===== src/rtl/instr_pkg.sv =====
// -----------------------------------------------------------------------------
// instr_pkg
// Shared definitions for the MIPS instruction fetch/classify slice:
//   - DW                     : instruction word width
//   - OPC_MSB/OPC_LSB        : opcode field slice
//   - OPC_RTYPE/OPC_J/OPC_JAL: opcode values used by the classifier
//   - RD_MSB/RD_LSB          : destination register field slice
//   - fetch_state_e          : streamer state (IDLE, RUN, DONE)
//   - is_nop()               : detects the all-zero word (sll $0,$0,0)
// -----------------------------------------------------------------------------
package instr_pkg;

  localparam int DW = 32;

  localparam int OPC_MSB = 31;
  localparam int OPC_LSB = 26;

  localparam logic [5:0] OPC_RTYPE = 6'h00;
  localparam logic [5:0] OPC_J     = 6'h02;
  localparam logic [5:0] OPC_JAL   = 6'h03;

  localparam int RD_MSB = 15;
  localparam int RD_LSB = 11;

  typedef enum logic [1:0] {
    IDLE = 2'd0,
    RUN  = 2'd1,
    DONE = 2'd2
  } fetch_state_e;

  // The canonical MIPS NOP encodes as an all-zero word.
  function automatic logic is_nop(input logic [DW-1:0] word);
    return (word == 32'h0000_0000);
  endfunction

endpackage


===== src/rtl/instr_stream_fetch_if.sv =====
// -----------------------------------------------------------------------------
// instr_stream_fetch_if
// Bundles the program-load port, the start/len control, the valid/ready
// instruction stream and the status outputs of instr_stream_fetch.
//   slave  : view of the fetch block (drives stream + status)
//   master : view of the environment (drives load/start/ready)
// Signals:
//   load_we/load_addr/load_data : program-memory write port
//   start/len                   : stream request, len in 0..DEPTH
//   out_valid/out_ready         : stream handshake
//   out_instr/out_pc/out_last   : delivered word, its index, end marker
//   busy/done/count             : status
// -----------------------------------------------------------------------------
interface instr_stream_fetch_if #(
  parameter int DEPTH = 8,
  parameter int AW    = 3,
  parameter int DW    = 32
) ();

  logic          load_we;
  logic [AW-1:0] load_addr;
  logic [DW-1:0] load_data;
  logic          start;
  logic [AW:0]   len;
  logic          out_valid;
  logic          out_ready;
  logic [DW-1:0] out_instr;
  logic [AW-1:0] out_pc;
  logic          out_last;
  logic          busy;
  logic          done;
  logic [AW:0]   count;

  modport slave (
    input  load_we, load_addr, load_data, start, len, out_ready,
    output out_valid, out_instr, out_pc, out_last, busy, done, count
  );

  modport master (
    output load_we, load_addr, load_data, start, len, out_ready,
    input  out_valid, out_instr, out_pc, out_last, busy, done, count
  );

endinterface


===== src/rtl/instr_stream_fetch_mem.sv =====
// -----------------------------------------------------------------------------
// instr_mem
// DEPTH x DW program register file, one synchronous write port and one
// combinational read port. Contents are never reset.
// Ports:
//   clk      : clock
//   i_we     : write enable
//   i_waddr  : write address
//   i_wdata  : write data
//   i_raddr  : read address
//   o_rdata  : read data (write-through when writing the addressed word)
// -----------------------------------------------------------------------------
module instr_mem #(
  parameter int DEPTH = 8,
  parameter int AW    = 3,
  parameter int DW    = 32
) (
  input  logic          clk,
  input  logic          i_we,
  input  logic [AW-1:0] i_waddr,
  input  logic [DW-1:0] i_wdata,
  input  logic [AW-1:0] i_raddr,
  output logic [DW-1:0] o_rdata
);

  logic [DW-1:0] r_mem [DEPTH];

  // Program storage write port.
  always_ff @(posedge clk) begin
    if (i_we) begin
      r_mem[i_waddr] <= i_wdata;
    end
  end

  // Write-through lets a word written on the start edge be captured by that
  // same edge, so the write is seen to commit before streaming begins.
  assign o_rdata = (i_we && (i_waddr == i_raddr)) ? i_wdata : r_mem[i_raddr];

endmodule


===== src/rtl/instr_stream_fetch.sv =====
// -----------------------------------------------------------------------------
// instr_stream_fetch
// Streams words 0..len-1 of a writable program memory over a valid/ready
// handshake, one word per cycle when not back-pressured.
// Ports:
//   clk   : clock, rising edge
//   rst_n : asynchronous active-low reset
//   bus   : instr_stream_fetch_if.slave (load port, start/len, stream, status)
// Configuration:
//   HALT_ON_NOP_EN : when defined, an all-zero word ends the stream and is
//                    never presented; undefined, zero words stream normally.
// -----------------------------------------------------------------------------
module instr_stream_fetch
  import instr_pkg::*;
#(
  parameter int DEPTH = 8,
  parameter int AW    = 3,
  parameter int DW    = instr_pkg::DW
) (
  input  logic                  clk,
  input  logic                  rst_n,
  instr_stream_fetch_if.slave   bus
);

  localparam logic [AW:0] DEPTH_W = (AW+1)'(DEPTH);

  fetch_state_e  r_state, w_state_nxt;
  logic          r_out_valid, w_out_valid_nxt;
  logic [DW-1:0] r_out_instr, w_out_instr_nxt;
  logic [AW-1:0] r_out_pc, w_out_pc_nxt;
  logic          r_out_last, w_out_last_nxt;
  logic [AW:0]   r_count, w_count_nxt;
  logic [AW:0]   r_len_q, w_len_q_nxt;
  logic          r_busy, r_done;

  logic          w_mem_we;
  logic [AW-1:0] w_rd_addr;
  logic [DW-1:0] w_rd_data;
  logic          w_rd_is_nop;
  logic [AW:0]   w_len_clamped;
  logic          w_transfer;
  logic          w_next_last;

  // The program is frozen while a stream is in flight.
  assign w_mem_we      = bus.load_we && (r_state != RUN);
  assign w_len_clamped = (bus.len > DEPTH_W) ? DEPTH_W : bus.len;
  assign w_transfer    = r_out_valid && bus.out_ready;
  // Outside RUN the read port looks at word 0 so a start can load it directly;
  // in RUN it prefetches the word after the one being presented.
  assign w_rd_addr     = (r_state == RUN) ? (r_out_pc + AW'(1)) : AW'(0);
  assign w_next_last   = (({1'b0, r_out_pc} + (AW+1)'(2)) == r_len_q);

`ifdef HALT_ON_NOP_EN
  assign w_rd_is_nop = is_nop(w_rd_data);
`else
  assign w_rd_is_nop = 1'b0;
`endif

  instr_mem #(
    .DEPTH (DEPTH),
    .AW    (AW),
    .DW    (DW)
  ) u_mem (
    .clk     (clk),
    .i_we    (w_mem_we),
    .i_waddr (bus.load_addr),
    .i_wdata (bus.load_data),
    .i_raddr (w_rd_addr),
    .o_rdata (w_rd_data)
  );

  // Next-state and next-output computation for the stream FSM.
  always_comb begin
    w_state_nxt     = r_state;
    w_out_valid_nxt = r_out_valid;
    w_out_instr_nxt = r_out_instr;
    w_out_pc_nxt    = r_out_pc;
    w_out_last_nxt  = r_out_last;
    w_count_nxt     = r_count;
    w_len_q_nxt     = r_len_q;

    case (r_state)
      IDLE, DONE: begin
        if (bus.start) begin
          w_count_nxt = (AW+1)'(0);
          w_len_q_nxt = w_len_clamped;
          if ((w_len_clamped == (AW+1)'(0)) || w_rd_is_nop) begin
            w_state_nxt = DONE;
          end else begin
            w_state_nxt     = RUN;
            w_out_valid_nxt = 1'b1;
            w_out_instr_nxt = w_rd_data;
            w_out_pc_nxt    = AW'(0);
            w_out_last_nxt  = (w_len_clamped == (AW+1)'(1));
          end
        end else begin
          w_state_nxt = r_state;
        end
      end
      RUN: begin
        if (w_transfer) begin
          w_count_nxt = r_count + (AW+1)'(1);
          // A following NOP ends the stream without ever being presented.
          if (r_out_last || w_rd_is_nop) begin
            w_state_nxt     = DONE;
            w_out_valid_nxt = 1'b0;
            w_out_last_nxt  = 1'b0;
          end else begin
            w_out_pc_nxt    = r_out_pc + AW'(1);
            w_out_instr_nxt = w_rd_data;
            w_out_last_nxt  = w_next_last;
          end
        end else begin
          w_state_nxt = RUN;
        end
      end
      default: begin
        w_state_nxt     = IDLE;
        w_out_valid_nxt = 1'b0;
        w_out_last_nxt  = 1'b0;
      end
    endcase
  end

  // State, stream output and status registers.
  always_ff @(posedge clk or negedge rst_n) begin
    if (!rst_n) begin
      r_state     <= IDLE;
      r_out_valid <= 1'b0;
      r_out_instr <= {DW{1'b0}};
      r_out_pc    <= {AW{1'b0}};
      r_out_last  <= 1'b0;
      r_count     <= {(AW+1){1'b0}};
      r_len_q     <= {(AW+1){1'b0}};
      r_busy      <= 1'b0;
      r_done      <= 1'b0;
    end else begin
      r_state     <= w_state_nxt;
      r_out_valid <= w_out_valid_nxt;
      r_out_instr <= w_out_instr_nxt;
      r_out_pc    <= w_out_pc_nxt;
      r_out_last  <= w_out_last_nxt;
      r_count     <= w_count_nxt;
      r_len_q     <= w_len_q_nxt;
      r_busy      <= (w_state_nxt == RUN);
      r_done      <= (w_state_nxt == DONE);
    end
  end

  assign bus.out_valid = r_out_valid;
  assign bus.out_instr = r_out_instr;
  assign bus.out_pc    = r_out_pc;
  assign bus.out_last  = r_out_last;
  assign bus.count     = r_count;
  assign bus.busy      = r_busy;
  assign bus.done      = r_done;

endmodule


===== src/flat_wrapper.sv =====
// flat-port wrapper written by rule: the top's interface ports become plain ports
module instr_stream_fetch_flat import instr_pkg::*;
#(
  parameter int DEPTH = 8,
  parameter int AW    = 3,
  parameter int DW    = instr_pkg::DW
)
  (clk, rst_n, bus_load_we, bus_load_addr, bus_load_data, bus_start, bus_len, bus_out_ready, bus_out_valid, bus_out_instr, bus_out_pc, bus_out_last, bus_busy, bus_done, bus_count);
  instr_stream_fetch_if #(.DEPTH(DEPTH), .AW(AW), .DW(DW)) bus_i ();
  input  logic clk;
  input  logic rst_n;
  input wire logic [$bits(bus_i.load_we)-1:0] bus_load_we;
  input wire logic [$bits(bus_i.load_addr)-1:0] bus_load_addr;
  input wire logic [$bits(bus_i.load_data)-1:0] bus_load_data;
  input wire logic [$bits(bus_i.start)-1:0] bus_start;
  input wire logic [$bits(bus_i.len)-1:0] bus_len;
  input wire logic [$bits(bus_i.out_ready)-1:0] bus_out_ready;
  output wire logic [$bits(bus_i.out_valid)-1:0] bus_out_valid;
  output wire logic [$bits(bus_i.out_instr)-1:0] bus_out_instr;
  output wire logic [$bits(bus_i.out_pc)-1:0] bus_out_pc;
  output wire logic [$bits(bus_i.out_last)-1:0] bus_out_last;
  output wire logic [$bits(bus_i.busy)-1:0] bus_busy;
  output wire logic [$bits(bus_i.done)-1:0] bus_done;
  output wire logic [$bits(bus_i.count)-1:0] bus_count;
  assign bus_i.load_we = bus_load_we;
  assign bus_i.load_addr = bus_load_addr;
  assign bus_i.load_data = bus_load_data;
  assign bus_i.start = bus_start;
  assign bus_i.len = bus_len;
  assign bus_i.out_ready = bus_out_ready;
  assign bus_out_valid = bus_i.out_valid;
  assign bus_out_instr = bus_i.out_instr;
  assign bus_out_pc = bus_i.out_pc;
  assign bus_out_last = bus_i.out_last;
  assign bus_busy = bus_i.busy;
  assign bus_done = bus_i.done;
  assign bus_count = bus_i.count;
  instr_stream_fetch #(.DEPTH(DEPTH), .AW(AW), .DW(DW)) u_core (.clk(clk), .rst_n(rst_n), .bus(bus_i));
endmodule

===== config.mk =====
export PLATFORM = sky130hd
export DESIGN_NAME = instr_stream_fetch_flat
export DESIGN_NICKNAME = d
export VERILOG_FILES = /design/src/rtl/instr_pkg.sv /design/src/rtl/instr_stream_fetch_if.sv /design/src/rtl/instr_stream_fetch_mem.sv /design/src/rtl/instr_stream_fetch.sv /design/src/flat_wrapper.sv
export SDC_FILE = /design/constraint.sdc
export NUM_CORES = 1
export LEC_CHECK = 0
export CAP_MARGIN = 20
export CORE_MARGIN = 1
export CORE_UTILIZATION = 30
export DETAILED_ROUTE_END_ITERATION = 10
export GPL_TIMING_DRIVEN = 0
export PLACE_DENSITY = 0.57
export SLEW_MARGIN = 40
export SYNTH_ARGS = -nofsm -noshare
export SYNTH_HDL_FRONTEND = slang
export SYNTH_SLANG_ARGS = --single-unit

===== constraint.sdc =====
create_clock -name clk -period 5.4 [get_ports clk]
set_clock_uncertainty 0.2 [all_clocks]
set_input_delay 0.54 -clock clk [delete_from_list [all_inputs] [get_ports clk]]
set_output_delay 0.54 -clock clk [all_outputs]
set_load 0.02 [all_outputs]

# Word level (Yosys, flattened, before mapping)
# Memory sizes are Yosys's and may differ from the RTL's.
# Index checks and enable logic that the tools add are counted.
# word_totals
ff_bits	49
mem_bits_rw	256
input_bits	44
mem_count	1
# mem_list
name	depth	word_bits	read_ports	rd_clocked_by_memory_dff	wr	line_no	text
u_core.u_mem.r_mem	8	32	1	0	1	instr_stream_fetch_mem.sv:26	logic [DW-1:0] r_mem [DEPTH];
# op_classes
addsub	3
magnitude_cmp	1
eq_ne	13
n_mux	33
n_reduce_logical	12
# ops
operator	n
two-way mux 32 bit	5
case mux 32 bit (2 select lines)	1
two-way mux 3 bit	5
two-way mux 4 bit	3
two-way mux 1 bit	10
two-way mux 2 bit	4
case mux 4 bit (2 select lines)	1
inequality test 2 x 1 -> 1 bit, second input constant	3
inequality test 2 bit, second input constant	3
case mux 3 bit (2 select lines)	1
AND reduction 3 bit	2
AND reduction 5 bit	1
adder 3 x 2 -> 4 bit, second input constant	1
adder 4 x 1 -> 4 bit, second input constant	1
== test 2 x 1 -> 1 bit, second input constant	2
== test 2 bit, second input constant	2
== test 4 x 1 -> 1 bit, second input constant	1
== test 4 bit	1
> comparator 4 bit, second input constant	1
logical NOT 4 bit	1
case mux 1 bit (2 select lines)	2
case mux 2 bit (2 select lines)	1
AND reduction 4 bit	1
adder 3 x 1 -> 3 bit, second input constant	1
6 further kinds	8

# Longest topological paths before layout
# Gate-level depths: netlist of the first run.
# depth
ltp_word	8
mapped_depth	8
mapped_depth_nobuf	5

# Hierarchy
# A second synthesis of the first run with hierarchy kept.
# unflattened
cells_unflattened	579
hier_area_um2	12459.4
# by_module_without_submodules
module	n_inst	cells_each	area_each_um2	seq_area_each_um2
instr_mem	1	422	10252.3	7687.4
instr_stream_fetch	1	157	2207.1	1226.2

# Least setup slack after synthesis of the first run
# Ideal clock, no wire load.
# synth_path
kind	register to register
startpoint	register u_core.r_state[0]
endpoint	memory u_core.u_mem.r_mem[1][0], enable pin
setup_ns	0.505
arrival_time_ns	4.092
required_time_ns	4.695
slack_ns	0.603
stages_incl_launch_ff	6
n_path_buf	3
synth_period_minus_slack_ns	4.797
cell_sequence	dfrtp_1 -> nor2b_2 -> buf_6 -> buf_6 -> buf_2 -> nor4_1
# synth_between
elab_chain_cells	4
# synth_lines
element	line_no	text
from (decl)	instr_stream_fetch.sv:27	fetch_state_e r_state, w_state_nxt;
from (signal assigned)	instr_stream_fetch.sv:138	r_state <= w_state_nxt;
inequality test 2 x 1 -> 1 bit	instr_stream_fetch.sv:45	assign w_mem_we = bus.load_we && (r_state != RUN);
logical AND 1 bit	instr_stream_fetch.sv:45	
two-way mux 1 bit	instr_stream_fetch_mem.sv:30	if (i_we) begin
two-way mux 1 bit (implied by the code)	instr_stream_fetch_mem.sv:31	r_mem[i_waddr] <= i_wdata;
to (decl)	instr_stream_fetch_mem.sv:26	
# Every way passes these cells.

# Worst setup path in the final report of the first run
# layout_path
startpoint	register u_core.r_state[1]
endpoint	memory u_core.u_mem.r_mem[3][18], enable pin
# The elaborated chain is that of the path after synthesis.

==> results of run 1 <==
worst paths after layout:
| kind | start | endpoint | slack [ns] | cells past startpoint |
|---|---|---|---|---|
| max | u_core.r_state[1] | u_core.u_mem.r_mem[3][18] | 2.04 | 9 |
| min | rst_n | u_core.bus.count[0] | 0.26 | 2 |
| max reg2reg | u_core.r_state[1] | u_core.u_mem.r_mem[3][18] | 2.04 | 9 |
| min reg2reg | u_core.r_len_q[0] | u_core.r_len_q[0] | 0.31 | 2 |
| max in group asynchronous | rst_n | u_core.bus.out_instr[13] | 4.24 | 3 |
| min in group clk | u_core.r_len_q[0] | u_core.r_len_q[0] | 0.31 | 2 |
state kept, by name, summed over array words and instances (netlist names):
name / cells
u_core.r_state: 2
u_core.bus.done: 1
u_core.bus.out_instr: 32
u_core.u_mem.r_mem: 256
u_core.r_len_q: 4
u_core.bus.out_pc: 3
u_core.bus.out_valid: 1
u_core.bus.count: 4
u_core.bus.out_last: 1
u_core.bus.busy: 1
critical path, delay by kind of cell, from the launching register on:
kind / cells / cell delay [ns]
DFF: 1 / 0.47
and+or+nand+nor: 3 / 0.78
buffers and inverters: 6 / 1.56
cell type report:
type	count	area (um2)	area share
clock inverters	13	165	0.0102
multi-input cells	501	3940	0.243
well taps	585	732	0.0451
flip-flops and latches	305	8910	0.549
clock buffers	44	875	0.0539
inverters	1	8.76	0.000539
plain buffers	83	440	0.0271
repair buffers	123	1160	0.0714
cells by family after synthesis:
group	after synthesis	share of synthesized area
xor+xnor	7	0.00462
fa+ha+maj	3	0.00283
simple gates	153	0.0642
flops	305	0.672
mux	65	0.0520
compound gates	273	0.170
buf+inv	84	0.0339
metrics by stage:
step | setup WS (ns) | util | total power, mW | TNS, ns
3_3_place_gp | -2.45 | 0.343 | 6.88 | -212.02
2_1_floorplan | 0.603 | - | 5.46 | 0
6_report | 2.04 | 0.374 | 9.11 | 0
3_5_place_dp | 1.99 | 0.350 | 6.93 | 0
5_1_grt | 1.75 | 0.374 | 9.52 | 0
4_1_cts | 1.96 | 0.374 | 9.13 | 0
power breakdown:
group          total (mW)  switching [mW]  internal, mW
Sequential           2.99           0.201          2.78
Clock                2.20           0.891          1.31
Combinational        3.92            2.36          1.56
Total                9.11            3.45          5.66
per-layer routing:
layer	up-vias	track usage
li1	3907	-
met1	4342	0.221
met3	56	0.0241
met4	0	0.0533
met5	-	0
met2	313	0.287
placed cells by master (no fill, tap or decap), types with 3 or more instances in the layout:
cell             netlist  routed
a211oi_1              31      31
a22oi_1               62      62
a31oi_1               33      33
buf_2                 28      47
buf_4                  9      22
buf_6                  8       8
bufinv_16              0       4
clkbuf_1              38      46
clkbuf_16              0      31
clkbuf_8               0       5
clkdlybuf4s50_1        0      85
clkinv_2               0       6
dfrtp_1               49      49
edfxtp_1             256     256
ha_1                   3       3
mux2_2                31      31
mux2i_1               34      34
nand2_1               23      23
nand2b_1               7       7
nor2_1                39      37
nor2b_1               63      63
nor3_2                 0       4
o21ai_0               12      12
o221a_2               63      63
o22a_1                32      32
o31ai_1               32      32
xor2_1                 7       7
what timing repair did:
item | in CTS | in global routing
buffers inserted | 0 | 0
endpoints found under the hold margin | 25 | 0
hold buffers | 1 | 0
endpoints found under the setup margin | 0 | 0
==> flow_summary.json, run 1 <==
{
  "status": "completed",
  "yosysSeqAreaShare": 0.672,
  "critPathLaunchType": "flop",
  "dr_wl_met2_um": 18400,
  "fmax_ghz": 0.297,
  "core_area_um2": 43400,
  "wl_met1_um": 16200,
  "drv_slew": 0,
  "crit_top_cell": "buf_2",
  "drt_pre_antenna_iters": 5,
  "clockBufferDepth": 3,
  "synth_seq_cells": 305,
  "final_area_um2": 16200,
  "grt_first_pass_wirelength_um": 56800,
  "cts_root_buf": "clkbuf_16",
  "required_ns": 5.44,
  "arrival_ns": 3.41,
  "dp_cells": 1597,
  "drc": 0,
  "antenna_left": 0,
  "ios": 87,
  "track_usage": 0.169,
  "relSlewSlack": 0.522,
  "drtIter0Drc": 832,
  "path_cells": "nand2b_1, buf_2, buf_2, nand2_1, nor3_2, buf_2, buf_2, buf_2, buf_2",
  "pwr_density_cell_nw_per_um2": 561,
  "nets": 1093,
  "setup_viol": 0,
  "synth_cell_type_count": 43,
  "dieArea_um2": 45100,
  "nFillCells": 4087,
  "crit_path_max_incr_delay_ns": 0.47,
  "synth_fp_nets": 937,
  "postCtsResizedCells": 0,
  "clock_sinks": 305,
  "synth_edf_count": 256,
  "drive_gt1_frac": 0.222,
  "cts_tree": "done",
  "die_w_um": 212,
  "hold-worst-slack_ns": 0.257,
  "p_leak_nw": 5.59,
  "syn_area_um2": 13300,
  "hpwl_um": 26300,
  "peakVddDrop_mv": 0.310,
  "period_share": 0.623,
  "routabilityCongestion": 0.795,
  "grt_max_degree": 42,
  "rsz0062_at_grt": "false",
  "routed_via_density": 5.21,
  "cts_buffers": 31,
  "initial_core_util": 0.306,
  "wirelength_um": 37800,
  "tightest_slew_ns": 0.712,
  "synth_largest_area_cell": "edfxtp_1",
  "avgSynthCellArea_um2": 14.9,
  "ys_async_sr_fraction": 0.161,
  "antenna_found_initial": 0,
  "hp-class": "input port to asynchronous set/reset pin",
  "vias": 8618,
  "drt-wirelength-per-cell_um": 22.8,
  "synth_top_area_share": 0.580,
  "clk_pin_slew_worst_paths_ns": 0.06,
  "num_rows": 76,
  "crit_fanout": 10,
  "grt_overflow": 0,
  "htreeDepth": 1,
  "synthCells": 890,
  "yosys_warnings": 0,
  "crit_type": "flop to flop",
  "ys_top_cells_by_count": "edfxtp_1, nor2b_1, o221a_2",
  "finalHoldViolations": 0,
  "synth_area_leaders": "edfxtp_1, dfrtp_1, o221a_2",
  "critPathCaptureType": "flop",
  "finalCriticalPeriod_ns": 3.36,
  "die_h_um": 212,
  "slowest_stage": "dfrtp_1",
  "top_layer": "met4",
  "clkLatencyLatePin_ns": 0.56,
  "synth_most_common_cell": "edfxtp_1",
  "dr_wl_met3_um": 2210,
  "synth_top_flop_cell": "edfxtp_1",
  "cap_violations": 0,
  "io_buffers": 86,
  "antennaDiodeCount": 0,
  "place_area_um2": 15200,
  "final_cells": 1655,
  "first_global_vias": 8868,
  "area_growth_pct": 22.4
}
No activity file was read; power rests on OpenSTA's default activity.
==> run 2, diff against run 1 <==
--- a/config.mk
+++ b/config.mk
@@ -10,7 +10,7 @@
 export CORE_UTILIZATION = 30
 export DETAILED_ROUTE_END_ITERATION = 10
 export GPL_TIMING_DRIVEN = 0
-export PLACE_DENSITY = 0.57
+export PLACE_DENSITY = 0.59
 export SLEW_MARGIN = 40
 export SYNTH_ARGS = -nofsm -noshare
 export SYNTH_HDL_FRONTEND = slang
==> constraint.sdc (replaced) <==
create_clock -name clk -period 2.91 [get_ports clk]
set_clock_uncertainty 0.2 [all_clocks]
set_input_delay 0.291 -clock clk [delete_from_list [all_inputs] [get_ports clk]]
set_output_delay 0.291 -clock clk [all_outputs]
set_load 0.02 [all_outputs]
==> flow_summary.json, run 2 (synthesis results as in run 1) <==
{
  "cts_buffers": 31,
  "worstReg2RegEnd": "u_core.u_mem.r_mem[2][15]",
  "io_buffers": 86,
  "drive_gt1_frac": 0.228,
  "dieArea_um2": 45100,
  "rsz0062_at_grt": "false",
  "die_h_um": 212,
  "final_cell_mix": "edfxtp_1, clkdlybuf4s50_1, o221a_2, nor2b_1, a22oi_1",
  "clkLatencyLatePin_ns": 0.57,
  "cap_violations": 0,
  "initial_core_util": 0.306,
  "htreeDepth": 1,
  "arrival_ns": 2.83,
  "dr_wl_met3_um": 2260,
  "finalHoldViolations": 0,
  "antenna_left": 0,
  "drtIter0Drc": 950,
  "vias": 8744,
  "largest_reg_flops": 256,
  "critPathLaunchType": "flop",
  "track_usage": 0.169,
  "seqCellArea_um2": 8910,
  "top_layer": "met5",
  "clock_sinks": 305,
  "num_rows": 76,
  "crit_path_max_incr_delay_ns": 0.47,
  "routed_via_density": 5.29,
  "nets": 1089,
  "dr_wl_met2_um": 18900,
  "wirelength_um": 38000,
  "status": "completed",
  "antennaDiodeCount": 0,
  "peakVddDrop_mv": 0.506,
  "relSlewSlack": 0.445,
  "drv_slew": 0,
  "rr_worst_depth": 8,
  "die_w_um": 212,
  "p_leak_nw": 5.65,
  "grt_overflow": 0,
  "finalCriticalPeriod_ns": 2.76,
  "grt_max_degree": 42,
  "period_share": 0.949,
  "drc": 0,
  "hold-worst-slack_ns": 0.0554,
  "routabilityCongestion": 0.796,
  "required_ns": 2.98,
  "antenna_found_initial": 1,
  "cts_root_buf": "clkbuf_16",
  "power.total_mw": 17.3,
  "final_common_cell": "edfxtp_1",
  "crit_fanout": 10,
  "cts_tree": "done",
  "grt_first_pass_wirelength_um": 56900,
  "drt-wirelength-per-cell_um": 23.0,
  "area_growth_pct": 23.7,
  "fmax_ghz": 0.362,
  "core_area_um2": 43400,
  "largest_register": "u_core.u_mem.r_mem",
  "tightest_slew_ns": 0.832,
  "critPathCaptureType": "flop",
  "slowest_stage": "dfrtp_1",
  "crit_top_cell": "buf_4",
  "drt_pre_antenna_iters": 5,
  "setup_viol": 0,
  "hpwl_um": 26100,
  "tns_ns": 0,
  "nFillCells": 4103,
  "hp-class": "input port to asynchronous set/reset pin",
  "crit_type": "flop to flop",
  "clockBufferDepth": 3,
  "ios": 87,
  "rrSetupSlack_ns": 0.15,
  "clk_pin_slew_worst_paths_ns": 0.06,
  "path_cells": "nand2b_1, clkbuf_4, buf_4, nand2_1, nor3_4, buf_4, buf_4, buf_2",
  "r2r-start": "u_core.r_state[1]",
  "pwr_density_cell_nw_per_um2": 1060,
  "multiInputGateArea_um2": 3980,
  "first_global_vias": 8936,
  "wl_met1_um": 16000
}
-- run 2: routing by layer --
layer  vias up  track usage
met5         -            0
met4         2       0.0543
met3        52       0.0251
met2       344        0.290
met1      4453        0.219
li1       3893            -
-- run 2: area by class of cell --
cell class,count,share of cell area
clock buffers,38,0.0507
repair buffers,120,0.0723
inverters,1,0.000534
clock inverters,20,0.0185
multi-input cells,501,0.242
flip-flops and latches,305,0.543
plain buffers,82,0.0274
well taps,585,0.0446
-- run 2: timing repair --
item | 4_1_cts | 5_1_grt
cloned | 0 | 0
endpoints found under the setup margin | 43 | 40
pin swaps | 1 | 2
gates resized for setup | 8 | 3
setup buffers | 0 | 3
hold buffers | 2 | 0
endpoints found under the hold margin | 49 | 0
-- run 2: power breakdown --
group / internal, mW / switching [mW] / total (mW)
clock: 2.73 / 1.67 / 4.41
combinational: 2.93 / 4.46 / 7.39
sequential: 5.17 / 0.363 / 5.53
-- run 2: worst max-delay path by stage --
stage | slack [ns] | startpoint | depth (start not counted) | end
2_1_floorplan | -0.97 | u_core.r_state[1] | 5 | u_core.u_mem.r_mem[2][0]
3_3_place_gp | -3.58 | u_core.r_state[1] | 5 | u_core.u_mem.r_mem[2][9]
3_5_place_dp | -0.15 | u_core.r_state[1] | 8 | u_core.u_mem.r_mem[2][15]
4_1_cts | 0.02 | u_core.r_state[1] | 8 | u_core.u_mem.r_mem[3][17]
5_1_grt | 0.04 | u_core.r_state[1] | 8 | u_core.u_mem.r_mem[2][17]
6_report | 0.15 | u_core.r_state[1] | 8 | u_core.u_mem.r_mem[2][15]
-- run 2: metrics by stage --
stage               cells   util  cell area, um2  setup WS (ns)
floorplan             890      -           13300         -0.970
global placement     1561  0.343           14900          -3.58
detailed placement   1590  0.351           15200         -0.145
CTS                  1650  0.378           16400         0.0190
global route         1652  0.378           16400         0.0411
finish               1652  0.378           16400          0.149
-- run 2: worst max-delay path: cells and delay by family (launching register included) --
kind / cells / cell delay (ns)
buffers and inverters: 5 / 1.15
DFF: 1 / 0.47
and+or+nand+nor: 3 / 0.65
